===== config.mk =====
export PLATFORM = sky130hd
export DESIGN_NAME = exc_unit
export DESIGN_NICKNAME = d
export VERILOG_FILES = /design/src/rtl/exc_unit.sv
export SDC_FILE = /design/constraint.sdc
export NUM_CORES = 1
export LEC_CHECK = 0
export ABC_AREA = 1
export CORE_UTILIZATION = 42
export DETAILED_ROUTE_END_ITERATION = 16
export HOLD_SLACK_MARGIN = 0.03
export PLACE_DENSITY = 0.91
export SKIP_LAST_GASP = 1
export SLEW_MARGIN = 20
export SYNTH_ARGS = -nofsm -noshare
export SYNTH_HDL_FRONTEND = slang
export SYNTH_SLANG_ARGS = --single-unit

===== constraint.sdc =====
create_clock -name exc_clk_i -period 1.5 [get_ports exc_clk_i]
set_input_delay 0.15 -clock exc_clk_i [delete_from_list [all_inputs] [get_ports exc_clk_i]]
set_output_delay 0.15 -clock exc_clk_i [all_outputs]
set_load 0.02 [all_outputs]

===== src/rtl/exc_unit.sv =====
// Exception/interrupt unit: edge-latched IRQs, masks, global IE, fixed priority, return save/restore.
// Optional nested save stack enabled by defining EXC_NEST_EN.
module exc_unit #(
    parameter int unsigned ADDR_W     = 16,
    parameter int unsigned N_IRQ      = 4,
    parameter int unsigned VEC_BASE   = 64,
    parameter int unsigned VEC_STRIDE = 8,
    parameter int unsigned NEST_DEPTH = 4
) (
    input  logic              exc_clk_i,
    input  logic              exc_rst_n_i,
    input  logic              exc_commit_i,
    input  logic              exc_int_ins_i,
    input  logic              exc_bad_ins_i,
    input  logic              exc_iret_i,
    input  logic [N_IRQ-1:0]  exc_irq_i,
    input  logic              exc_pc_sel_i,
    input  logic [ADDR_W-1:0] exc_pc_i,
    input  logic [ADDR_W-1:0] exc_jmp_addr_i,
    input  logic              exc_ie_we_i,
    input  logic              exc_ie_d_i,
    input  logic              exc_mask_we_i,
    input  logic [N_IRQ-1:0]  exc_mask_d_i,
    output logic              exc_take_o,
    output logic [ADDR_W-1:0] exc_new_pc_o,
    output logic [ADDR_W-1:0] exc_ret_addr_o,
    output logic [4:0]        exc_cause_o,
    output logic              exc_ie_o,
    output logic [N_IRQ-1:0]  exc_pending_o,
    output logic              exc_ovf_o
);

    localparam int unsigned CAUSE_W = 5;

    logic [N_IRQ-1:0]   irq_q;
    logic [N_IRQ-1:0]   pending_q;
    logic [N_IRQ-1:0]   mask_q;
    logic               ie_q;
    logic [N_IRQ-1:0]   irq_rise;
    logic [N_IRQ-1:0]   irq_act;
    logic               sync_c;
    logic               iret_c;
    logic               ret_pie_c;
    logic [CAUSE_W-1:0] cause_c;
    logic [N_IRQ-1:0]   irq_sel_c;
    logic [N_IRQ-1:0]   pend_clr_c;
    logic [ADDR_W-1:0]  ret_next;

    assign irq_rise     = exc_irq_i & ~irq_q;
    assign irq_act      = pending_q & mask_q;
    assign sync_c       = exc_int_ins_i | exc_bad_ins_i;
    assign exc_take_o   = exc_commit_i & (sync_c | (ie_q & (|irq_act) & ~exc_iret_i));
    assign iret_c       = exc_commit_i & exc_iret_i & ~sync_c;
    assign ret_next     = exc_pc_sel_i ? exc_jmp_addr_i : exc_pc_i + ADDR_W'(1);
    assign exc_new_pc_o = ADDR_W'(VEC_BASE + 32'(cause_c) * VEC_STRIDE);
    assign pend_clr_c   = (exc_take_o && !sync_c) ? irq_sel_c : '0;

    // Cause select: sync causes first, then lowest-index enabled pending line.
    always_comb begin
        cause_c   = '0;
        irq_sel_c = '0;
        if (exc_int_ins_i) begin
            cause_c = CAUSE_W'(0);
        end else if (exc_bad_ins_i) begin
            cause_c = CAUSE_W'(1);
        end else begin
            for (int k = int'(N_IRQ) - 1; k >= 0; k--) begin
                if (irq_act[k]) begin
                    cause_c      = CAUSE_W'(k + 2);
                    irq_sel_c    = '0;
                    irq_sel_c[k] = 1'b1;
                end
            end
        end
    end

    // Edge detect, pending latch (new edge beats clear) and mask register.
    always_ff @(posedge exc_clk_i or negedge exc_rst_n_i) begin
        if (!exc_rst_n_i) begin
            irq_q     <= '0;
            pending_q <= '0;
            mask_q    <= '0;
        end else begin
            irq_q     <= exc_irq_i;
            pending_q <= (pending_q & ~pend_clr_c) | irq_rise;
            if (exc_mask_we_i) begin
                mask_q <= exc_mask_d_i;
            end
        end
    end

    // Global IE: take clears it, iret restores it, otherwise software write.
    always_ff @(posedge exc_clk_i or negedge exc_rst_n_i) begin
        if (!exc_rst_n_i) begin
            ie_q <= 1'b0;
        end else if (exc_take_o) begin
            ie_q <= 1'b0;
        end else if (iret_c) begin
            ie_q <= ret_pie_c;
        end else if (exc_ie_we_i) begin
            ie_q <= exc_ie_d_i;
        end
    end

`ifdef EXC_NEST_EN
    localparam int unsigned SP_W = $clog2(NEST_DEPTH + 1);

    logic [ADDR_W-1:0]  stk_ret   [NEST_DEPTH];
    logic [CAUSE_W-1:0] stk_cause [NEST_DEPTH];
    logic               stk_pie   [NEST_DEPTH];
    logic [SP_W-1:0]    sp_q;
    logic               ovf_q;

    assign ret_pie_c = (sp_q != '0) & stk_pie[0];

    // Entry 0 is the top; a push when full shifts the oldest entry out.
    always_ff @(posedge exc_clk_i or negedge exc_rst_n_i) begin
        if (!exc_rst_n_i) begin
            for (int i = 0; i < int'(NEST_DEPTH); i++) begin
                stk_ret[i]   <= '0;
                stk_cause[i] <= '0;
                stk_pie[i]   <= 1'b0;
            end
            sp_q  <= '0;
            ovf_q <= 1'b0;
        end else if (exc_take_o) begin
            for (int i = int'(NEST_DEPTH) - 1; i > 0; i--) begin
                stk_ret[i]   <= stk_ret[i-1];
                stk_cause[i] <= stk_cause[i-1];
                stk_pie[i]   <= stk_pie[i-1];
            end
            stk_ret[0]   <= ret_next;
            stk_cause[0] <= cause_c;
            stk_pie[0]   <= ie_q;
            if (sp_q == SP_W'(NEST_DEPTH)) begin
                ovf_q <= 1'b1;
            end else begin
                sp_q <= sp_q + SP_W'(1);
            end
        end else if (iret_c) begin
            for (int i = 0; i < int'(NEST_DEPTH) - 1; i++) begin
                stk_ret[i]   <= stk_ret[i+1];
                stk_cause[i] <= stk_cause[i+1];
                stk_pie[i]   <= stk_pie[i+1];
            end
            stk_ret[NEST_DEPTH-1]   <= '0;
            stk_cause[NEST_DEPTH-1] <= '0;
            stk_pie[NEST_DEPTH-1]   <= 1'b0;
            if (sp_q != '0) begin
                sp_q <= sp_q - SP_W'(1);
            end
        end
    end

    assign exc_ret_addr_o = stk_ret[0];
    assign exc_cause_o    = stk_cause[0];
    assign exc_ovf_o      = ovf_q;
`else
    logic [ADDR_W-1:0]  ret_q;
    logic [CAUSE_W-1:0] cause_q;
    logic               pie_q;
    logic               unused_depth;

    assign ret_pie_c    = pie_q;
    assign unused_depth = ^(32'(NEST_DEPTH));

    // Single-level save; a nested take overwrites it.
    always_ff @(posedge exc_clk_i or negedge exc_rst_n_i) begin
        if (!exc_rst_n_i) begin
            ret_q   <= '0;
            cause_q <= '0;
            pie_q   <= 1'b0;
        end else if (exc_take_o) begin
            ret_q   <= ret_next;
            cause_q <= cause_c;
            pie_q   <= ie_q;
        end
    end

    assign exc_ret_addr_o = ret_q;
    assign exc_cause_o    = cause_q;
    assign exc_ovf_o      = 1'b0;
`endif

    assign exc_ie_o      = ie_q;
    assign exc_pending_o = pending_q;

endmodule

==> impl_results.md <==
* Die area at between 0.005 and 0.006 mm^2
* Hold/Removal Path Class: primary input to asynchronous set/reset pin
* Reg-to-reg slack, setup at around 0.02 ns
* Total GRT Usage at 0.2247
* Height of the chip at about 72 um
* Nets at between 400 and 500
* Number of enable flip-flop cells after synthesis at 0
* Worst setup EP type: primary output
* Most common library cells after synthesis: nand2_1, dfrtp_1, nor2_1, inv_1, nand3_1
* Top FF cell, synth: dfrtp_1
* Sequential area share after synthesis at 0.4022
* # setup viols final at 1
* Hpwl dp at between 4000 and 5000 um
* Core area at around 0.0047 mm^2
* CP Launch Type: primary input
* Largest net degree at the start of global routing at 34
* Leakage power at around 0.0016 uW
* Mapped Cells at 281
* Vias in the first global route at ~2100
* Post-synth top area share at 0.4022
* WP data required at ~1.4 ns
* Reg2Reg Capture Point: exc_ret_addr_o[7]$_DFFE_PN0N_
* Worst R2R Path Depth at 8
* # rows at 25
* Most instantiated library cell after synthesis: nand2_1
* Global route overflow at 0
* Layout cell share with drive strength beyond 1 at 0.1809
* Netlist cell types at 29
* Top cell type by total area after synthesis: dfrtp_1
* IO Pins at between 90 and 100
* First-pass GRT wire length at 8852 um
* Residual DRC count at 0
* Period utilization at 1.038
* I/O Buffers at between 70 and 80
* Final setup margin at -0.05656 ns
* Antenna violations before repair at 0
* Fmax achieved at roughly 0.64 GHz
* Tot Pwr at around 3000 uW
* CTS tree: done
* Synth Register Bits at 33
* FILL cells at between 300 and 400
* Final Slew Violations at 0
* Die Wd at just over 70 um
* Setup total negative slack at -0.05656 ns
* Mapped Area at between 0.002 and 0.0025 mm^2
* Clk_lat worst skew at approximately 0.29 ns
* Asr flop ratio synth at 1.000
* Initial Util at 0.4347
* Largest stage delay on the critical path at between 0.4 and 0.5 ns
* DP Worst Slack at -0.4238 ns
* Critical Path AT at roughly 1.4 ns
* Worst-path clk slew at ~0.070 ns
* Routed via count at roughly 2200
* Worst-case clock buffer depth at 2
* Worst reg2reg startpoint: mask_q[2]$_DFFE_PN0P_
* Number of diodes at 0
* Iter 0 DRT Violations at approximately 130
* Root buf cell: clkbuf_8
* Min cycle time layout at between 1.5 and 2 ns
* Failing checks: setup timing
* H-tree level count at 2
* Average vias per placed instance at approximately 4.7
* Worst vdd ir at between 0.6 and 0.7 mV
* Synth area leaders: dfrtp_1, nand2_1, nand3_1
* Slowest stage cell, crit path: clkdlybuf4s50_1
* Status: finished with violations
* Clock Skew at about 0.0086 ns
* Layout area overhead at 58.38%
* Final Hold Vio Count at 0
* Max_cap viols at 0
* YS warnings at 0
* DR WL/cell at roughly 12 um
* Maximum net fanout on the critical path at 4
* RSZ-0062 raised after global routing: yes
* Total detailed-routing wirelength at between 5000 and 6000 um
* Mean post-synth cell area at around 7.3 um^2
* Power Density at 915.7 mW/mm^2
* Post-route ant nets at 0
* Pre-antenna DRT Iters at 4
* Post-layout util at 0.6885
* CTS sink count at 33
* GPL Wtd Cong at roughly 0.86
* Num CTS Buffers at 5
* Crit path cell chain: clkdlybuf4s50_1 > nor2_4 > inv_1 > a21oi_1 > buf_4
* WS Path Type: primary input to primary output
[worst max-delay path by stage]
stage	to	from
2_1_floorplan	exc_cause_o[0]$_DFFE_PN0N_	exc_pending_o[0]$_DFF_PN0_
3_3_place_gp	exc_new_pc_o[5]	exc_bad_ins_i
3_5_place_dp	exc_new_pc_o[5]	exc_bad_ins_i
4_1_cts	exc_new_pc_o[3]	mask_q[0]$_DFFE_PN0P_
5_1_grt	exc_new_pc_o[4]	exc_bad_ins_i
6_report	exc_new_pc_o[4]	exc_bad_ins_i
[registers in the layout, summed over array words and instances, names as in the netlist]
signal,flops
exc_cause_o,3
exc_ie_o,1
exc_pending_o,4
exc_ret_addr_o,16
irq_q,4
mask_q,4
pie_q,1
[layout by cell type, fill, tap and decap left out, types with 5 or more instances in the layout]
cell,count
nand4_1,7
o21ai_0,7
buf_4,40
conb_1,16
nor2_1,31
nand2_1,87
dfrtp_1,33
clkdlybuf4s50_1,68
dlygate4sd2_1,5
clkbuf_8,6
inv_1,28
nand3_1,25
or2_2,5
[critical path, delay by kind of cell]
family,cells,cell delay (ns)
AND/OR/NAND/NOR,1,0.23
buffers and inverters,3,0.77
AO/OA/AOI/OAI,1,0.26
[layer usage]
layer | part of all wire | track usage | up-vias
met5 | 0 | 0 | -
met4 | 0.056 | 0.1503 | 0
met3 | 0.051 | 0.05556 | 28
met2 | 0.49 | 0.3795 | 86
met1 | 0.40 | 0.2522 | 990
li1 | - | - | 1083
[kinds of logic (layout without fill, tap and decap cells)]
group | count (synthesis) | count (layout) | synth area share
XOR/XNOR | 4 | 4 | 0.01707
flip-flops | 33 | 33 | 0.4022
other | 2 | 16 | 0.003658
buffers and inverters | 51 | 154 | 0.1335
multiplexers | 4 | 4 | 0.02194
adder cells (fa/ha/maj) | 1 | 1 | 0.006093
AO/OA/AOI/OAI | 22 | 22 | 0.07252
AND/OR/NAND/NOR | 164 | 164 | 0.3431
[power breakdown]
group          internal, uW  leakage, uW  switching, uW
Sequential             1010     0.000383           72.2
Combinational           499      0.00117            526
Clock                   541    0.0000585            330
[per-stage QoR]
step / instance area, um^2 / cells / hold slack [ns]
after floorplan: 2110 / 295 / -0.1456
after global placement: 3105 / 455 / 0.4147
after detailed placement: 3105 / 455 / 0.4266
after CTS: 3206 / 464 / 0.2641
after global routing: 3252 / 465 / 0.2952
final: 3252 / 465 / 0.2495
[cell type report]
class / instances / area (um^2) / area share
timing repair buffer: 116 / 1070 / 0.3290
multi-input combinational: 211 / 1044 / 0.3209
sequential: 33 / 825.8 / 0.2539
inverter: 30 / 112.6 / 0.03463
clock buffer: 7 / 86.33 / 0.02655
tap: 67 / 83.83 / 0.02578
clock inverter: 1 / 30.03 / 0.009234
[repair_timing]
item | 4_1_cts | 5_1_grt
setup endpoints to repair | 10 | 7
hold buffers | 0 | 0
setup buffers | 1 | 1
gates resized for setup | 23 | 11
pin swaps | 1 | 2
Note: power is estimated with default switching activity, not from simulation.
